**src/rtl/shift_add_datapath.sv**
```systemverilog
// Register datapath of the N-bit shift-and-add multiplier: operand/accumulator
// registers driven by the sequencer, plus a captured product with valid/ack handshake.
module shift_add_datapath #(
   parameter int unsigned N = 8
) (
   input  logic           clock,
   input  logic           n_reset,
   input  logic [N-1:0]   multiplicand_in,
   input  logic [N-1:0]   multiplier_in,
   input  logic           resetout,
   input  logic           add,
   input  logic           ready,
   output logic           Q0,
   output logic [2*N-1:0] product,
   output logic           product_valid,
   input  logic           product_ack,
   output logic           overrun
);

   logic [N-1:0]   m_q, m_d;
   logic [N-1:0]   q_q, q_d;
   logic [N-1:0]   a_q, a_d;
   logic           c_q, c_d;
   logic [2*N-1:0] product_q, product_d;
   logic           valid_q, valid_d;
   logic           overrun_q, overrun_d;
   logic           ready_prev_q;
   logic           complete;

   // Rising edge of ready marks the end of a run; ready_prev_q resets high so
   // an idle sequencer sitting at ready=1 after reset is not mistaken for one.
   assign complete = ready && !ready_prev_q;

   // Arithmetic registers: load > add > shift > hold.
   always_comb begin
      // NOTE: every next-state signal gets its hold value first, so no branch can leave it unassigned and infer a latch.
      m_d = m_q;
      q_d = q_q;
      a_d = a_q;
      c_d = c_q;
      if (resetout) begin
         m_d = multiplicand_in;
         q_d = multiplier_in;
         a_d = '0;
         c_d = 1'b0;
      end else if (add) begin
         {c_d, a_d} = {1'b0, a_q} + {1'b0, m_q};
      end else if (!ready) begin
         {c_d, a_d, q_d} = {1'b0, c_q, a_q, q_q[N-1:1]};
      end
   end

   // Product capture and handshake; a fresh capture takes precedence over an ack.
   always_comb begin
      product_d = product_q;
      valid_d   = valid_q;
      overrun_d = overrun_q;
      if (complete) begin
         product_d = {a_q, q_q};
         valid_d   = 1'b1;
         if (valid_q && !product_ack) begin
            overrun_d = 1'b1;
         end
      end else if (valid_q && product_ack) begin
         valid_d = 1'b0;
      end
   end

   // NOTE: state registers use non-blocking assignments so all of them update together from pre-edge values.
   always_ff @(posedge clock or negedge n_reset) begin
      if (!n_reset) begin
         m_q          <= '0;
         q_q          <= '0;
         a_q          <= '0;
         c_q          <= 1'b0;
         product_q    <= '0;
         valid_q      <= 1'b0;
         overrun_q    <= 1'b0;
         ready_prev_q <= 1'b1;
      end else begin
         m_q          <= m_d;
         q_q          <= q_d;
         a_q          <= a_d;
         c_q          <= c_d;
         product_q    <= product_d;
         valid_q      <= valid_d;
         overrun_q    <= overrun_d;
         ready_prev_q <= ready;
      end
   end

   assign Q0            = q_q[0];
   assign product       = product_q;
   assign product_valid = valid_q;
   assign overrun       = overrun_q;

endmodule

```
**config.mk**
```make
export PLATFORM = sky130hd
export DESIGN_NAME = shift_add_datapath
export DESIGN_NICKNAME = d
export VERILOG_FILES = /design/src/rtl/shift_add_datapath.sv
export SDC_FILE = /design/constraint.sdc
export NUM_CORES = 1
export LEC_CHECK = 0
export CORE_AREA = 2 2 72 74
export DETAILED_ROUTE_END_ITERATION = 10
export DIE_AREA = 0 0 74 76
export PLACE_DENSITY = 0.69
export REMOVE_ABC_BUFFERS = 1
export SLEW_MARGIN = 20
export SYNTH_ARGS = -nofsm -noshare
export SYNTH_HDL_FRONTEND = slang
export SYNTH_SLANG_ARGS = --single-unit
export TNS_END_PERCENT = 5
```
**constraint.sdc**
```tcl
create_clock -name clock -period 5.2 [get_ports clock]
set_input_delay 0.52 -clock clock [delete_from_list [all_inputs] [get_ports clock]]
set_output_delay 0.52 -clock clock [all_outputs]
set_load 0.01 [all_outputs]
```
==> impl_metrics.py <==
metrics = {
    "outcome": {
        "outcome": "finished clean",
    },
    "sta": {
        "fin_crit_ps": 2490,
        "rsz0062_at_grt": "false",
        "finalMaxSlewViolations": 0,
        "setup_viol": 0,
        "clock_skew_ps": 6.14,
        "hold_viol_final": 0,
        "fin_crit_sh": 0.479,
        "fin_tns_setup_ps": 0,
        "tightest_slew_ps": 951,
        "max_freq_mhz": 401,
        "fin_ws_ps": 2710,
        "relSlewSlack": 0.366,
    },
    "place": {
        "placed_cell_area_mm2": 0.00263,
        "place_inst": 290,
        "port-buffer-count": 40,
        "pre_cts_slack_ps": 2360,
        "finalWeightedCongestion": 0.745,
        "dp_hpwl_mm": 2.78,
    },
    "synthesis": {
        "synth_compound_area_frac": 0.132,
        "syn_area_per_cell_um2": 11.6,
        "postSynthCellCount": 190,
        "muxShareOfSynthArea": 0.158,
        "yosys_warnings": 0,
        "synth_cell_type_count": 40,
        "yosys.area_share.adder": 0.0547,
        "syn_area_mm2": 0.00219,
        "synth_simple_gate_area_frac": 0.113,
        "ys_seq_elements": 44,
        "ys_seq_area_frac": 0.502,
        "synth-xor-area-share": 0.00798,
        "synth_top_family_by_area": "multiplexers",
    },
    "critical_path": {
        "worstSetupPathType": "primary input to flip-flop",
        "r2r-end": "a_q[4]",
        "critPathArrivalTime_ps": 2680,
        "crit_path_max_fanout": 19,
        "r2r_cells": 7,
        "endpoint_kind": "flip-flop",
        "start_kind": "primary input",
        "crit-reg2reg-launch": "a_q[0]",
        "worst-r2r-setup-slack_ps": 3220,
        "crit_required_ps": 5380,
    },
    "clock_network": {
        "root_buffer": "clkbuf_8",
        "cts_setup_buffers": 0,
        "clock_latency_ps": 300,
        "clk_transition_reported_paths_ps": 80,
        "post_cts_resized": 0,
        "cts_buffers": 5,
        "holdBufCountCts": 0,
        "cts.path.max_buffers": 2,
        "cts_max_level": 2,
        "cts.sink_count": 44,
        "cts_tree": "yes",
    },
    "finish": {
        "drive_above_1_share": 0.0965,
        "fin_nets": 258,
        "final_cell_area_mm2": 0.00274,
        "syn_to_final_growth_pct": 24.7,
        "layout.cells.non_filler": 298,
        "antennaDiodeCount": 0,
    },
    "die": {
        "die_area_mm2": 0.00562,
        "die_x_um": 74,
        "initial_utilization": 0.447,
        "ios": 41,
        "rows": 26,
        "fp.coreArea_mm2": 0.00491,
        "dieHeight_um": 76,
    },
    "min_path": {
        "min_path_type": "primary input to asynchronous set/reset pin",
    },
    "global_route": {
        "antenna_found_initial": 0,
        "grt.overflow.total": 0,
        "grt_pass1_vias": 1570,
        "grt_max_degree": 45,
        "grt_pass1_wl_mm": 7.03,
        "grt_use_total": 0.159,
    },
    "detailed_routing": {
        "viasPerCell": 5.24,
        "firstDrtPassIters": 4,
        "route.detailed.drc": 0,
        "routedWlPerCell_um": 13.5,
        "antenna_left": 0,
        "vias": 1562,
        "drt-total-wl_mm": 4.03,
        "drt_iter0_markers": 80,
    },
    "power": {
        "p_leak_nw": 1.16,
        "p_per_area_mw_per_mm2": 330,
        "ir_drop_mv": 0.165,
    },
    "flow_run": {
        "maxCapViolCount": 0,
    },
}
-- worst max-delay path, cell delays in order --
cell and delay [ps]:
clkdlybuf4s50_1 950, nand2b_1 670, mux2_1 520
-- cell usage in the layout, fill, tap and decap left out, types with 8 or more instances in the layout --
master           count
clkdlybuf4s50_1     39
o21ai_1             12
ha_1                 8
mux2i_1             10
a211oi_1            10
dfrtp_1             43
nor2_1               9
mux2_1              15
nand2_1             14
-- stage by stage --
| stage | hold WS, ps | total power, mW | utilization |
|---|---|---|---|
| floorplan | 224 | 0.547 | - |
| global placement | 463 | 0.652 | 0.535 |
| detailed placement | 471 | 0.658 | 0.535 |
| CTS | 403 | 0.914 | 0.557 |
| global route | 445 | 0.958 | 0.557 |
| finish | 363 | 0.903 | 0.557 |
-- state kept, by name, summed over array words and instances, names as in the netlist --
signal         count
c_q                1
product_valid      1
ready_prev_q       1
overrun            1
q_q                8
m_q                8
product           16
a_q                8
-- cell families (layout without fill, tap and decap cells) --
kind of cell             count (synthesis)  after routing
AO/OA/AOI/OAI                           42             42
adder cells (fa/ha/maj)                  9              9
XOR/XNOR                                 2              2
buffers and inverters                   15             53
flip-flops                              44             44
multiplexers                            32             32
AND/OR/NAND/NOR                         46             46
-- routing by layer --
layer / GRT usage / share of wire / up-vias
met5: 0 / 0 / -
met4: 0.0473 / 0.014 / 0
met3: 0.0410 / 0.060 / 5
met2: 0.254 / 0.46 / 42
met1: 0.212 / 0.46 / 756
li1: - / - / 759
-- final cells by class --
type | count | area [um2]
Clock buffer | 6 | 72.6
Clock inverter | 2 | 35.0
Fill cell | 421 | 2170
Inverter | 4 | 15.0
Multi-Input combinational cell | 131 | 1020
Sequential cell | 44 | 1100
Tap cell | 70 | 87.6
Timing Repair Buffer | 41 | 403
-- worst max-delay path by stage --
stage                       from         end  slack [ps]  depth (start not counted)
after CTS                  ready  product[2]        2680                          3
after global routing       ready  product[0]        2530                          3
final                      ready  product[2]        2710                          3
after global placement     ready  product[1]        2440                          3
after detailed placement   ready  product[1]        2360                          3
after floorplan           a_q[0]      a_q[4]        3430                          7
-- cell usage after synthesis --
master	n	area (um2)
o2111ai_1	1	8.76
clkbuf_1	3	11.3
xor2_1	2	17.5
nor2_1	9	33.8
or3b_1	1	8.76
nor2b_1	7	43.8
mux2_2	7	78.8
and4_4	1	11.3
inv_1	4	15.0
dfrtp_1	43	1080
nor4_2	1	12.5
nand3_1	4	20.0
fa_1	1	20.0
o21bai_1	1	7.51
a31oi_1	1	6.26
o211ai_2	1	12.5
o31a_1	1	8.76
o21ai_0	1	5.00
nor4b_1	1	8.76
mux2i_1	10	100
a21oi_1	6	30.0
dfstp_2	1	26.3
buf_2	5	25.0
o211ai_1	2	15.0
mux2_1	15	169
a211oi_4	1	20.0
buf_1	1	3.75
nor3_1	2	10.0
nor2_4	1	11.3
buf_4	2	15.0
nor4bb_1	1	10.0
a311oi_1	1	8.76
nand2_1	14	52.6
o21ai_1	12	60.1
a21o_1	2	15.0
ha_1	8	100
o21a_1	1	7.51
a211o_1	1	8.76
a211oi_1	10	75.1
nand2b_1	4	25.0
-- power breakdown --
| part | switching [mW] | total, mW | internal, mW |
|---|---|---|---|
| Combinational | 0.105 | 0.229 | 0.124 |
| Sequential | 0.0309 | 0.419 | 0.388 |
| Clock | 0.112 | 0.254 | 0.143 |
(Power assumes the default switching activity.)
